==> src/rtl/ext_mem_port_pkg.sv <==
// Shared types and width defaults for the external memory port.
package ext_mem_port_pkg;

  localparam int unsigned EXT_ADDR_W = 9;
  localparam int unsigned EXT_DATA_W = 16;

  typedef enum logic [2:0] {
    StIdle     = 3'd0,
    StLoadI    = 3'd1,
    StLoadD    = 3'd2,
    StRead     = 3'd3,
    StRun      = 3'd4,
    StReadWait = 3'd5
  } ext_state_t;

endpackage

==> src/rtl/ext_mem_port_edge_pulse.sv <==
// Rising-edge detector: one-cycle pulse on the first cycle a level goes high.
module edge_pulse (
  input  logic clk_i,
  input  logic rst_i,
  input  logic level_i,
  output logic pulse_o
);

  logic level_d, level_q;

  // Next state is simply the current level.
  always_comb begin
    level_d = level_i;
  end

  // Remember last cycle's level so a held strobe fires only once.
  always_ff @(posedge clk_i or posedge rst_i) begin
    if (rst_i) begin
      level_q <= 1'b0;
    end else begin
      level_q <= level_d;
    end
  end

  assign pulse_o = level_i & ~level_q;

endmodule

==> src/rtl/ext_mem_port.sv <==
// Host-side responder for IRAM/DRAM load, DRAM readback and core run handoff.
module ext_mem_port
  import ext_mem_port_pkg::*;
#(
  parameter int unsigned ADDR_W     = EXT_ADDR_W,
  parameter int unsigned DATA_W     = EXT_DATA_W,
  parameter int unsigned DRAM_DEPTH = 512,
  parameter int unsigned RD_LAT     = 1
) (
  input  logic              clock,
  input  logic              reset,
  input  logic              start,
  input  logic              start_2,
  input  logic              start_3,
  input  logic              start_4,
  input  logic [ADDR_W-1:0] addr_ext,
  input  logic              iram_write_ext_1,
  input  logic              iram_write_ext_2,
  input  logic [DATA_W-1:0] Data_in_ins,
  input  logic              dram_write_ext,
  input  logic [DATA_W-1:0] Data_in_dram,
  input  logic              read_en_ext,
  output logic [DATA_W-1:0] dram_in_1,
  output logic [ADDR_W-1:0] iram1_addr,
  output logic              iram1_we,
  output logic [DATA_W-1:0] iram1_wdata,
  output logic [ADDR_W-1:0] iram2_addr,
  output logic              iram2_we,
  output logic [DATA_W-1:0] iram2_wdata,
  output logic [ADDR_W-1:0] dram_addr,
  output logic              dram_we,
  output logic [DATA_W-1:0] dram_wdata,
  input  logic [DATA_W-1:0] dram_rdata,
  input  logic [ADDR_W-1:0] core_dram_addr,
  input  logic              core_dram_we,
  input  logic [DATA_W-1:0] core_dram_wdata,
  output logic              run_en,
  output logic              rd_valid,
  output logic [ADDR_W-1:0] wr_count,
  output logic              mode_err,
  output logic              oob_err
);

  localparam int unsigned RdCntW = (RD_LAT < 2) ? 1 : $clog2(RD_LAT + 1);

  logic i1_edge, i2_edge, dw_edge, rd_edge;
  logic addr_oob;

  ext_state_t state_d, state_q;
  logic [ADDR_W-1:0] wr_count_d, wr_count_q;
  logic iram1_we_d, iram1_we_q, iram2_we_d, iram2_we_q, dram_we_d, dram_we_q;
  logic [ADDR_W-1:0] ins_addr_d, ins_addr_q, host_addr_d, host_addr_q;
  logic [DATA_W-1:0] ins_wdata_d, ins_wdata_q, host_wdata_d, host_wdata_q;
  logic [RdCntW-1:0] rd_cnt_d, rd_cnt_q;
  logic [DATA_W-1:0] dram_in_1_d, dram_in_1_q;
  logic rd_valid_d, rd_valid_q, mode_err_d, mode_err_q, oob_err_d, oob_err_q;

  edge_pulse u_edge_i1 (
    .clk_i  (clock),
    .rst_i  (reset),
    .level_i(iram_write_ext_1),
    .pulse_o(i1_edge)
  );

  edge_pulse u_edge_i2 (
    .clk_i  (clock),
    .rst_i  (reset),
    .level_i(iram_write_ext_2),
    .pulse_o(i2_edge)
  );

  edge_pulse u_edge_dw (
    .clk_i  (clock),
    .rst_i  (reset),
    .level_i(dram_write_ext),
    .pulse_o(dw_edge)
  );

  edge_pulse u_edge_rd (
    .clk_i  (clock),
    .rst_i  (reset),
    .level_i(read_en_ext),
    .pulse_o(rd_edge)
  );

  assign addr_oob = 32'(addr_ext) >= DRAM_DEPTH;

  function automatic logic [ADDR_W-1:0] sat_inc(input logic [ADDR_W-1:0] v);
    return (&v) ? v : v + ADDR_W'(1);
  endfunction

  // Mode FSM, write/read issue and sticky error tracking.
  always_comb begin
    state_d      = state_q;
    wr_count_d   = wr_count_q;
    iram1_we_d   = 1'b0;
    iram2_we_d   = 1'b0;
    dram_we_d    = 1'b0;
    ins_addr_d   = ins_addr_q;
    ins_wdata_d  = ins_wdata_q;
    host_addr_d  = host_addr_q;
    host_wdata_d = host_wdata_q;
    rd_cnt_d     = rd_cnt_q;
    dram_in_1_d  = dram_in_1_q;
    rd_valid_d   = 1'b0;
    mode_err_d   = mode_err_q;
    oob_err_d    = oob_err_q;

    unique case (state_q)
      StIdle: begin
        case ({start, start_2, start_3, start_4})
          4'b0000: ;
          4'b0100: begin
            state_d    = StLoadI;
            wr_count_d = '0;
          end
          4'b0010: begin
            state_d    = StLoadD;
            wr_count_d = '0;
          end
          4'b0001: state_d = StRead;
          4'b1000: state_d = StRun;
          default: mode_err_d = 1'b1;
        endcase
      end
      StLoadI: begin
        // Simultaneous edges write both IRAMs but count as one write.
        if (i1_edge || i2_edge) begin
          iram1_we_d  = i1_edge;
          iram2_we_d  = i2_edge;
          ins_addr_d  = addr_ext;
          ins_wdata_d = Data_in_ins;
          wr_count_d  = sat_inc(wr_count_q);
        end
        if (!start_2 && !i1_edge && !i2_edge && !iram1_we_q && !iram2_we_q) begin
          state_d = StIdle;
        end
      end
      StLoadD: begin
        if (dw_edge) begin
          if (addr_oob) begin
            oob_err_d = 1'b1;
          end else begin
            dram_we_d    = 1'b1;
            host_addr_d  = addr_ext;
            host_wdata_d = Data_in_dram;
            wr_count_d   = sat_inc(wr_count_q);
          end
        end
        if (!start_3 && !dw_edge && !dram_we_q) begin
          state_d = StIdle;
        end
      end
      StRead: begin
        if (rd_edge && !addr_oob) begin
          host_addr_d = addr_ext;
          rd_cnt_d    = '0;
          state_d     = StReadWait;
        end else begin
          if (rd_edge) begin
            oob_err_d = 1'b1;
          end
          if (!start_4) begin
            state_d = StIdle;
          end
        end
      end
      StReadWait: begin
        // Strobe edges here are dropped; capture once the RAM latency elapses.
        if (rd_cnt_q == RdCntW'(RD_LAT)) begin
          dram_in_1_d = dram_rdata;
          rd_valid_d  = 1'b1;
          state_d     = StRead;
        end else begin
          rd_cnt_d = rd_cnt_q + RdCntW'(1);
        end
      end
      StRun: begin
        if (!start) begin
          state_d = StIdle;
        end
      end
      default: state_d = StIdle;
    endcase
  end

  // State registers; reset aborts any pending access.
  always_ff @(posedge clock or posedge reset) begin
    if (reset) begin
      state_q      <= StIdle;
      wr_count_q   <= '0;
      iram1_we_q   <= 1'b0;
      iram2_we_q   <= 1'b0;
      dram_we_q    <= 1'b0;
      ins_addr_q   <= '0;
      ins_wdata_q  <= '0;
      host_addr_q  <= '0;
      host_wdata_q <= '0;
      rd_cnt_q     <= '0;
      dram_in_1_q  <= '0;
      rd_valid_q   <= 1'b0;
      mode_err_q   <= 1'b0;
      oob_err_q    <= 1'b0;
    end else begin
      state_q      <= state_d;
      wr_count_q   <= wr_count_d;
      iram1_we_q   <= iram1_we_d;
      iram2_we_q   <= iram2_we_d;
      dram_we_q    <= dram_we_d;
      ins_addr_q   <= ins_addr_d;
      ins_wdata_q  <= ins_wdata_d;
      host_addr_q  <= host_addr_d;
      host_wdata_q <= host_wdata_d;
      rd_cnt_q     <= rd_cnt_d;
      dram_in_1_q  <= dram_in_1_d;
      rd_valid_q   <= rd_valid_d;
      mode_err_q   <= mode_err_d;
      oob_err_q    <= oob_err_d;
    end
  end

  // Output drive; the DRAM port belongs to core 1 only while running.
  always_comb begin
    run_en      = (state_q == StRun);
    iram1_addr  = ins_addr_q;
    iram1_we    = iram1_we_q;
    iram1_wdata = ins_wdata_q;
    iram2_addr  = ins_addr_q;
    iram2_we    = iram2_we_q;
    iram2_wdata = ins_wdata_q;
    dram_addr   = run_en ? core_dram_addr : host_addr_q;
    dram_we     = run_en ? core_dram_we : dram_we_q;
    dram_wdata  = run_en ? core_dram_wdata : host_wdata_q;
    dram_in_1   = dram_in_1_q;
    rd_valid    = rd_valid_q;
    wr_count    = wr_count_q;
    mode_err    = mode_err_q;
    oob_err     = oob_err_q;
  end

endmodule

==> config.mk <==
export PLATFORM = sky130hd
export DESIGN_NAME = ext_mem_port
export DESIGN_NICKNAME = d
export VERILOG_FILES = /design/src/rtl/ext_mem_port_pkg.sv /design/src/rtl/ext_mem_port_edge_pulse.sv /design/src/rtl/ext_mem_port.sv
export SDC_FILE = /design/constraint.sdc
export NUM_CORES = 1
export LEC_CHECK = 0
export ABC_AREA = 1
export CORE_MARGIN = 2
export CORE_UTILIZATION = 45
export CTS_CLUSTER_SIZE = 8
export DETAILED_ROUTE_END_ITERATION = 10
export PLACE_DENSITY = 0.86
export SLEW_MARGIN = 20
export SYNTH_ARGS = -nofsm -noshare
export SYNTH_HDL_FRONTEND = slang
export SYNTH_SLANG_ARGS = --single-unit
export TNS_END_PERCENT = 5
==> constraint.sdc <==
create_clock -name clock -period 7.4 [get_ports clock]
set_input_delay 0.74 -clock clock [delete_from_list [all_inputs] [get_ports clock]]
set_output_delay 0.74 -clock clock [all_outputs]
set_load 0.02 [all_outputs]
== After elaboration in Yosys (flattened, before gate mapping) ==
Cells that the tools add are included.

* Bitwise gates (word level): 9
* Reduce and logical (&&, ||, !) cells: 31
* Equal/unequal tests: 19
* Muxes and demuxes: 30
* Add/sub/neg operators: 2

{| class="wikitable"
|+ Operators by type and width
! operator !! count
|-
| 9-bit two-way mux || 7
|-
| 9-bit one-hot mux with 3 select lines || 1
|-
| 3-bit two-way mux || 6
|-
| 3-bit one-hot mux with 6 select lines || 1
|-
| 9-bit one-hot mux with 2 select lines || 1
|-
| 16-bit two-way mux || 1
|-
| 2-bit != test (second input constant) || 8
|-
| 3-bit one-hot mux with 4 select lines || 1
|-
| 1-bit two-way mux || 11
|-
| 2-bit AND reduction || 5
|-
| 9-bit by 1-bit adder with 9-bit output (second input constant) || 1
|-
| 9-bit AND reduction || 1
|-
| 1-bit logical NOT || 8
|-
| 3-bit by 2-bit == test with 1-bit output (second input constant) || 2
|-
| 3-bit == test (second input constant) || 2
|-
| 1-bit logical AND || 6
|-
| 6-bit AND reduction || 1
|-
| 5-bit by 1-bit != test with 1-bit output (second input constant) || 1
|-
| 1-bit inverter || 5
|-
| 5-bit OR reduction || 1
|-
| 1-bit bitwise AND || 4
|-
| 4-bit by 1-bit == test with 1-bit output (second input constant) || 1
|-
| 4-bit by 2-bit == test with 1-bit output (second input constant) || 1
|-
| 4-bit by 3-bit == test with 1-bit output (second input constant) || 1
|-
| other kinds (13) || 14
|}

* Input bits: 93
* Output and inout port bits: 107
* Logic and storage cells: 108
* Register bits: 88

== Logic depth before layout (Yosys ltp) ==
Gate-level depths: netlist of run 1.

* Depth after elaboration: 9
* Gate-level depth with buffers: 9
* Mapped depth without buffers: 9

== By module ==
Synthesis of run 1 repeated with hierarchy kept, for this count alone.

* Cells, all modules: 517
* Area, all modules: 4367.9 um2

{| class="wikitable"
|+ By module, submodules not included
! module !! cells each !! seq. area each (um2) !! times used !! area each (um2)
|-
| ext_mem_port || 501 || 2102.0 || 1 || 4212.8
|-
| edge_pulse || 4 || 25.0 || 4 || 38.8
|}

== Worst setup path after synthesis of run 1 ==
Ideal clock, no wire load.

* Kind: register -> output
* From: register state_q[0]
* To: output dram_addr[0]
* Data arrival time: 1.334 ns
* Stages on the path, launching flop included: 6
* Path buffers: 1
* Path slack: 5.326 ns
* Cell sequence: dfrtp_1 inv_2 nand2_1 nor2_4 clkbuf_1 o21ai_0

* Longest elaborated chain between the ends: 2

{| class="wikitable"
|+ RTL lines
! element !! line !! text
|-
| start, declared || ext_mem_port.sv:49 || <nowiki>ext_state_t state_d, state_q;</nowiki>
|-
| start signal, assigned || ext_mem_port.sv:190 || <nowiki>state_q <= StIdle;</nowiki>
|-
| start signal, assigned || ext_mem_port.sv:205 || <nowiki>state_q <= state_d;</nowiki>
|-
| 3-bit == test || ext_mem_port.sv:224 || <nowiki>run_en = (state_q == StRun);</nowiki>
|-
| 9-bit two-way mux || ext_mem_port.sv:231 || <nowiki>dram_addr = run_en ? core_dram_addr : host_addr_q;</nowiki>
|-
| end, declared || ext_mem_port.sv:30 || <nowiki>output logic [ADDR_W-1:0] dram_addr,</nowiki>
|}

Every way passes these cells.

== Worst setup path in the final report of run 1 ==
* From: register state_q[1]
* To: output dram_wdata[3]

* Longest elaborated chain between the ends: 2

{| class="wikitable"
|+ RTL lines
! element !! line !! text
|-
| 3-bit == test || ext_mem_port.sv:224 ||
|-
| 16-bit two-way mux || ext_mem_port.sv:233 || <nowiki>dram_wdata = run_en ? core_dram_wdata : host_wdata_q;</nowiki>
|-
| end, declared || ext_mem_port.sv:32 || <nowiki>output logic [DATA_W-1:0] dram_wdata,</nowiki>
|}

Every way passes these cells.

==> results of run 1 <==
## registers in the layout (all words and copies together) (netlist names), 3 cells and up
signal and cells:
host_addr_q 9, state_q 3, iram1_wdata 16, iram1_addr 9
host_wdata_q 16, wr_count 9, dram_in_1 16
## power by group
group	total, uW	switching [uW]	internal, uW	leakage (uW)
sequential	801	131	669	0.00108
combinational	1510	794	717	0.00184
clock	334	176	158	0.0000933
## per-layer routing
metal / track usage, % / routed length [microns] / vias to the layer above
met5: 0 / 0 / -
met4: 6.97 / 155 / 0
met3: 4.72 / 747 / 17
met2: 36.3 / 5440 / 148
met1: 26.0 / 4400 / 1781
li1: - / - / 1856
## layout make-up
class                           count  area [sq um]
Fill cell                         738          2910
Sequential cell                    88          2200
Timing Repair Buffer              199          1990
Multi-Input combinational cell    335          1700
Tap cell                          129           161
Clock buffer                       10           128
Inverter                           33           128
Clock inverter                      6          67.6
## through the flow
stage	hold WS, ns	utilization (%)	setup WS [ns]
2_1_floorplan	0.449	-	4.38
3_3_place_gp	0.454	66.6	4.47
3_5_place_dp	0.459	66.6	4.31
4_1_cts	0.479	68.7	3.92
5_1_grt	0.509	68.7	3.68
6_report	0.475	68.7	3.95
## final timing paths
kind | start | to | slack [ns] | cells after the start
worst max-delay path | state_q[1] | dram_wdata[3] | 3.95 | 7
min in group asynchronous | reset | iram1_addr[6] | 0.93 | 3
worst max register to register | wr_count[0] | wr_count[1] | 5.31 | 7
worst min register to register | dram_in_1[6] | dram_in_1[6] | 0.48 | 2
worst min-delay path | dram_in_1[6] | dram_in_1[6] | 0.48 | 2
max in group asynchronous | reset | u_edge_rd.level_q | 5.93 | 3
## cells by family after synthesis
kind of cell,after synthesis,synth area share (%)
AOI/OAI and AO/OA,36,4.64
xor gates and xnor gates,3,0.609
adders and majority gates,2,0.580
buffers and inverters,71,9.54
DFF,88,51.1
muxes,24,7.83
other,1,0.0869
and+or+nand+nor,269,25.6
## worst register-to-register path: stages, from the launching register on
cell	delay, ns
dfrtp_1	0.45
ha_1	0.25
nand3_1	0.15
nor4_1	0.07
ha_1	0.19
a21oi_1	0.22
nand4_1	0.40
o21ai_0	0.29
## layout by cell type, fill, tap and decap left out, types with 3 or more instances in the layout
master	count
nand2_1	219
clkdlybuf4s50_1	198
dfrtp_1	88
inv_1	24
nor2_1	22
o21ai_0	22
mux2_4	18
nand3_1	14
clkbuf_8	9
inv_2	7
mux2_2	6
a21oi_1	5
nand4_1	5
o21ai_1	5
xor2_1	3
==> summary.md, run 1 <==
| Metric | Value |
|---|---|
| Antenna Nets Post-Route | `0` |
| Die height | `102 microns` |
| FF+latch count, synth | `88` |
| Register area share after synthesis | `51.1%` |
| Setup Buffers After CTS | `0` |
| Cts hold-fix bufs | `0` |
| Fin nets | `761` |
| Total CTS buffers | `9` |
| Area Overhead vs Synth | `47.9%` |
| Slew Limit Fails | `0` |
| VDD IR max | `265 uV` |
| GPL Wtd Cong | `0.875` |
| Avg Inst Size Synth | `8.73 sq um` |
| Die footprint | `10,400 sq um` |
| PnR Total Power | `2650 uW` |
| Synth area leader | `dfrtp_1` |
| Max Freq | `290 MHz` |
| Grt ovf | `0` |
| Slew HR | `47.1%` |
| Fin Clk Skew | `0.0114 ns` |
| Most used cell, CP | `nand2_1` |
| Synthesized instance count | `494` |
| FP Rows | `35` |
| Clock sink count | `88` |
| DR vias | `3,802` |
| I/O pin count | `200` |
| Total GRT Usage | `20.9%` |
| Largest net degree at the start of global routing | `89` |
| Drt pass-1 iters | `4` |
| Core ar. | `9280 sq um` |
| Max_cap viols | `0` |
| Critical path class | `flip-flop to primary output` |
| EDFF count, synth | `0` |
| First-pass GRT wire length | `17,400 microns` |
| Slowest stage cell, crit path | `nor2_4` |
| Routed WL | `10,700 microns` |
| Antenna violations before repair | `0` |
| Critical Path Max Stage Delay | `0.63 ns` |
| Vias in the first global route | `3,757` |
| Post-Syn Nets | `589` |
| FFs w/ async S/R, synth | `100%` |
| Status | `complete, no violations` |
| Top cell type's share of synthesized area | `51.1%` |
| Setup TNS Final | `0 ns` |
| Synth cell count leaders | `219 x nand2_1, 88 x dfrtp_1, 29 x buf_4` |
| Count leader, synth | `nand2_1` |
| Critical path required time | `6.66 ns` |
| Layout cell share with drive strength beyond 1 | `8.79%` |
| CTS clk-pin slew, worst paths | `0.09 ns` |
| Die X | `102 microns` |
| Placed wire-length estimate | `8030 microns` |
| Max clock buf depth | `2` |
| Drt initial violations | `155` |
| Critical path buffer and inverter count | `3` |
| # port buffers | `198` |
| CTS resizes | `0` |
| Design area | `6380 sq um` |
| Synth top area cells | `dfrtp_1 51%, nand2_1 19%, mux2_4 6.3%, buf_4 5.0%, o21ai_0 2.6%` |
| Mapped Area | `4310 sq um` |
| Worst-Margin Slew | `0.792 ns` |
| Starting Density | `46.5%` |
| CTS tree | `done` |
| Leakage | `0.00301 uW` |
| Final min period | `3.45 ns` |
| Wire per inst | `13.4 microns` |
| Ys flop type | `dfrtp_1` |
| Clock latency on the worst-skew pair | `0.35 ns` |
| Unrepaired setup endpoints after global routing | `false` |
| DP Cell Count | `784` |
| Non-filler cells, final | `800` |
| Setup-failing EPs final | `0` |
| H-tree depth | `3` |
| Max FO, Critical Path | `36` |
| N_diodes | `0` |
| Post-DR vias/cell | `4.75` |
| WP data arrival | `2.71 ns` |
| Netlist cell types | `30` |
| Top delay family on crit path | `buffers and inverters` |
| Dpl cell area | `6180 sq um` |
| Final Hold Fails | `0` |
| Power Density | `415 nW/um^2` |
| Hold Path Class | `flip-flop to flip-flop` |
| Cells along the critical path | `inv_2 -> nand2_1 -> nor2_4 -> inv_2 -> nand2_1 -> nand2_1 -> clkdlybuf4s50_1` |
| Ys Warns | `0` |
| DRC viols | `0` |
| Setup crit start kind | `flip-flop` |
| Clock root buffer | `clkbuf_8` |
| Fin crit share | `46.7%` |
| CP endpoint kind | `primary output` |
(Power assumes the default switching activity.)
==> inputs of run 2 (changes only) <==
- CORE_UTILIZATION: 45 -> 42
- PLACE_DENSITY: 0.86 -> 0.81
- clock period: 7.4 -> 3.55 ns (I/O delays scaled with it)
==> run 2 against run 1 <==
Combinational power increased by 110%. Register-to-register slack got worse by 4.0 ns. Clock power increased by 120%. Flip-flop and latch count unchanged. Critical path depth unchanged. Cell count increased by 0.63%. Die area increased by 6.9%.
==> summary.md, run 2 (synthesis results as in run 1) <==
| Metric | Value |
|---|---|
| Slew Limit Fails | `0` |
| CTS tree | `done` |
| Setup-failing EPs final | `0` |
| FP Rows | `36` |
| WP data arrival | `2.39 ns` |
| Final min period | `2.75 ns` |
| # port buffers | `198` |
| Fin crit share | `77.4%` |
| Die X | `105 microns` |
| Critical path class | `flip-flop to primary output` |
| Total CTS buffers | `9` |
| Clock root buffer | `clkbuf_8` |
| Worst reg2reg startpoint | `wr_count[0]` |
| Switching Fraction | `41.1%` |
| Critical path launch point | `state_q[0]` |
| Core ar. | `9860 sq um` |
| Flop pwr share | `30.0%` |
| Switching power | `2290 uW` |
| Drt initial violations | `94` |
| Starting Density | `43.7%` |
| Drt pass-1 iters | `4` |
| Worst R2R End | `wr_count[5]` |
| CP endpoint kind | `primary output` |
| Clock latency on the worst-skew pair | `0.35 ns` |
| Setup Buffers After CTS | `0` |
| Total GRT Usage | `20.1%` |
| CTS clk-pin slew, worst paths | `0.09 ns` |
| N_diodes | `0` |
| Die footprint | `11,100 sq um` |
| FF-to-FF setup slack | `1.34 ns` |
| FILL cells | `789` |
| DR vias | `3,809` |
| DRC viols | `0` |
| Max FO, Critical Path | `19` |
| Antenna Nets Post-Route | `0` |
| Routed WL | `11,100 microns` |
| Clock sink count | `88` |
| Commonest non-fill, non-tap cell in the layout | `nand2_1` |
| Wire per inst | `13.8 microns` |
| Fin nets | `762` |
| Unrepaired setup endpoints after global routing | `false` |
| Hold Path Class | `input port to asynchronous set/reset pin` |
| Antenna violations before repair | `0` |
| Cts hold-fix bufs | `0` |
| Area Overhead vs Synth | `48.8%` |
| Largest net degree at the start of global routing | `89` |
| Fin Clk Skew | `0.0168 ns` |
| Setup TNS Final | `0 ns` |
| PnR Total Power | `5590 uW` |
| Power Density | `871 nW/um^2` |
| I/O pin count | `200` |
| Status | `complete, no violations` |
| Most frequent cells in the layout | `219 x nand2_1, 198 x clkdlybuf4s50_1, 88 x dfrtp_1` |
| Final Hold Fails | `0` |
| VDD IR max | `420 uV` |
| Comb pwr share | `56.7%` |
| Max clock buf depth | `2` |
| Max_cap viols | `0` |
| Max Freq | `364 MHz` |
| H-tree depth | `3` |
| First-pass GRT wire length | `18,000 microns` |
| Leakage | `0.00303 uW` |
| Clock network fraction of total power | `13.2%` |
| Placed wire-length estimate | `8310 microns` |
| Layout cell share with drive strength beyond 1 | `8.78%` |
| Power Internal | `3290 uW` |
| CTS resizes | `0` |
| Final worst setup slack | `0.801 ns` |
| GPL Wtd Cong | `0.780` |
| Critical path required time | `3.19 ns` |
| Post-DR vias/cell | `4.73` |
| Grt ovf | `0` |
| Vias in the first global route | `3,712` |
| Setup crit start kind | `flip-flop` |
| Pre-CTS WS | `1.16 ns` |
| Die height | `105 microns` |
| R2R depth | `8` |
## run 2: how the worst max path moves through the flow
| stage | to | depth (start not counted) | slack (ns) |
|---|---|---|---|
| finish | dram_we | 7 | 0.80 |
| global route | dram_wdata[2] | 7 | 0.64 |
| CTS | dram_wdata[6] | 7 | 0.77 |
| detailed placement | dram_wdata[6] | 7 | 1.16 |
| global placement | dram_addr[8] | 7 | 1.24 |
| floorplan | dram_in_1[0] | 1 | 0.92 |
## run 2: worst max-delay path, stage by stage, from the launching register on
cell and delay (ns):
dfrtp_1 0.46, inv_2 0.08, nand2_1 0.12, nor2_4 0.33
buf_4 0.30, nand2_1 0.08, nand2_1 0.08, clkdlybuf4s50_1 0.60
## run 2: area by class of cell
class,instances,area [sq um],area share (%)
multi-input combinational,335,1700,26.5
clock inverter,5,81.3,1.27
sequential,88,2200,34.3
inverter,33,128,1.99
clock buffer,11,131,2.05
tap,133,166,2.59
timing repair buffer,200,2010,31.3
## run 2: layer usage
| layer | global-route usage, % | routed length [microns] | vias up |
|---|---|---|---|
| li1 | - | - | 1861 |
| met3 | 3.40 | 651 | 10 |
| met4 | 5.71 | 106 | 0 |
| met5 | 0 | 0 | - |
| met2 | 37.1 | 5730 | 146 |
| met1 | 23.8 | 4580 | 1792 |
## run 2: power groups by stage
stage / Clock [uW] / Sequential, uW / Combinational (uW)
global route: 805 / 1730 / 3390
floorplan: 0 / 1950 / 1660
global placement: 0 / 1660 / 3130
finish: 740 / 1680 / 3170
CTS: 759 / 1680 / 3200
detailed placement: 0 / 1680 / 3190
## run 2: through the flow
step	hold slack [ns]	utilization (%)	instance area, sq um	instances
4_1_cts	0.447	65.1	6420	805
3_5_place_dp	0.458	62.9	6200	789
2_1_floorplan	0.386	-	4310	494
5_1_grt	0.477	65.1	6420	805
6_report	0.417	65.1	6420	805
3_3_place_gp	0.455	62.9	6200	789
==> inputs of run 3 (changes only) <==
- CORE_UTILIZATION: 42 -> 38
- PLACE_DENSITY: 0.81 -> 0.78
- clock period: 3.55 -> 2.4 ns (I/O delays scaled with it)
==> run 3 against run 2 <==
Clock power increased by 77%. Combinational power up 47%. First-iteration DRC count is 31% higher. Sequential share of layout area fell by 0.58 points. Design area grew 1.8%. Power rose by 51%. Global-route usage is 2.1 points lower. Critical path depth did not move. Core utilization decreased by 5.3 points. Critical endpoint is now dram_wdata[0].
==> summary.md, run 3 (synthesis results as in run 1) <==
| Metric | Value |
|---|---|
| Cts hold-fix bufs | `0` |
| Vias in the first global route | `3,770` |
| Setup crit start kind | `flip-flop` |
| Area Overhead vs Synth | `51.4%` |
| CTS tree | `done` |
| Non-filler cells, final | `816` |
| DRC viols | `0` |
| Max FO, Critical Path | `18` |
| Grt ovf | `0` |
| I/O pin count | `200` |
| FP Rows | `38` |
| Clock sink count | `88` |
| Die footprint | `12,200 sq um` |
| Hold Path Class | `input port to asynchronous set/reset pin` |
| Post-DR vias/cell | `4.67` |
| Clock latency on the worst-skew pair | `0.33 ns` |
| Drt pass-1 iters | `4` |
| Unrepaired setup endpoints after global routing | `true` |
| DP Cell Count | `800` |
| Placed wire-length estimate | `8560 microns` |
| Critical path required time | `2.16 ns` |
| Slew Limit Fails | `0` |
| Die height | `111 microns` |
| CTS clk-pin slew, worst paths | `0.06 ns` |
| Max Freq | `419 MHz` |
| WP data arrival | `2.14 ns` |
| Die X | `111 microns` |
| Final Hold Fails | `0` |
| Largest net degree at the start of global routing | `37` |
| Total CTS buffers | `9` |
| Leakage | `0.00311 uW` |
| Max_cap viols | `0` |
| Commonest non-fill, non-tap cell in the layout | `nand2_1` |
| Final core occ | `59.7%` |
| Final min period | `2.38 ns` |
| Drt initial violations | `123` |
| Status | `complete, no violations` |
| Dpl cell area | `6250 sq um` |
| Core ar. | `10,900 sq um` |
| Worst-Margin Slew | `0.695 ns` |
| Starting Density | `39.4%` |
| Clock root buffer | `clkbuf_16` |
| First-pass GRT wire length | `18,000 microns` |
| VDD IR max | `737 uV` |
| H-tree depth | `3` |
| Fin nets | `766` |
| Setup TNS Final | `0 ns` |
| DR vias | `3,812` |
| PnR Total Power | `8450 uW` |
| Critical path class | `flip-flop to primary output` |
| Fin crit share | `99.3%` |
| Antenna Nets Post-Route | `0` |
| Wire per inst | `13.7 microns` |
| Max clock buf depth | `2` |
| Total GRT Usage | `18.0%` |
| CP endpoint kind | `primary output` |
| Power Density | `1290 nW/um^2` |
| Layout cell share with drive strength beyond 1 | `9.47%` |
| Antenna violations before repair | `0` |
| Setup-failing EPs final | `0` |
| # port buffers | `198` |
| Routed WL | `11,200 microns` |
| Fin Clk Skew | `0.00408 ns` |
| Slew HR | `53.5%` |
| Most frequent cells in the layout | `219 x nand2_1, 190 x clkdlybuf4s50_1, 87 x dfrtp_1` |
| Design area | `6530 sq um` |
| GPL Wtd Cong | `0.843` |
| N_diodes | `0` |
run 3: changes by cell type in the layout (fill, tap and decap cells not counted), sizes merged, moves of 2 or more:
cell,previous run,this run
buf,2,6
bufinv,2,0
clkbuf,11,14
clkdlybuf4s50,198,190
clkinv,3,1
dlygate4sd2,0,6
dlymetal6s2s,0,2
run 3: metrics by stage:
step / hold WS, ns / setup WS (ns)
2_1_floorplan: 0.271 / 0.587
3_3_place_gp: 0.455 / 0.411
3_5_place_dp: 0.458 / 0.326
4_1_cts: 0.377 / 0.00174
5_1_grt: 0.388 / -0.121
6_report: 0.370 / 0.0162
run 3: area by class of cell:
class | count | area (sq um)
fillers | 953 | 4400
flip-flops and latches | 88 | 2200
repair buffers | 204 | 2040
multi-input cells | 335 | 1700
clock buffers | 14 | 274
well taps | 140 | 175
inverters | 33 | 130
clock inverters | 2 | 12.5
run 3: where the power goes:
part / leakage [uW] / internal, uW / switching [uW]
logic: 0.00189 / 2180 / 2470
clock network: 0.000139 / 785 / 527
registers: 0.00108 / 2070 / 410
total: 0.00311 / 5040 / 3410
run 3: repair_timing:
action	CTS	global route
gates cloned	0	0
setup buffers	0	0
gates resized for setup	7	2
endpoints found under the hold margin	0	0
setup endpoints to repair	6	20
run 3: final timing paths:
kind / startpoint / endpoint / slack, ns / depth (start not counted)
worst max register to register: wr_count[0] / wr_count[1] / 0.32 / 7
worst min register to register: dram_in_1[1] / dram_in_1[1] / 0.47 / 2
max in group asynchronous: reset / state_q[2] / 1.31 / 3
min in group clock: iram_write_ext_1 / u_edge_i1.level_q / 0.39 / 1
worst min-delay path: reset / dram_in_1[2] / 0.37 / 2
worst max-delay path: state_q[0] / dram_wdata[0] / 0.02 / 7
run 3: worst max-delay path, cell delays in order (launching register included):
cell and delay (ns):
dfrtp_1 0.47, inv_2 0.06, nand2_1 0.16, nor2_4 0.07, inv_2 0.25, nand2_1 0.10, nand2_1 0.10, clkdlybuf4s50_1 0.61
run 3: layer usage:
layer  part of all wire, %  GRT usage (%)  up-vias
li1                      -              -     1878
met1                    42           21.9     1771
met2                    51           31.6      147
met3                   6.4           3.62       16
met4                   1.5           6.50        0
met5                     0              0        -
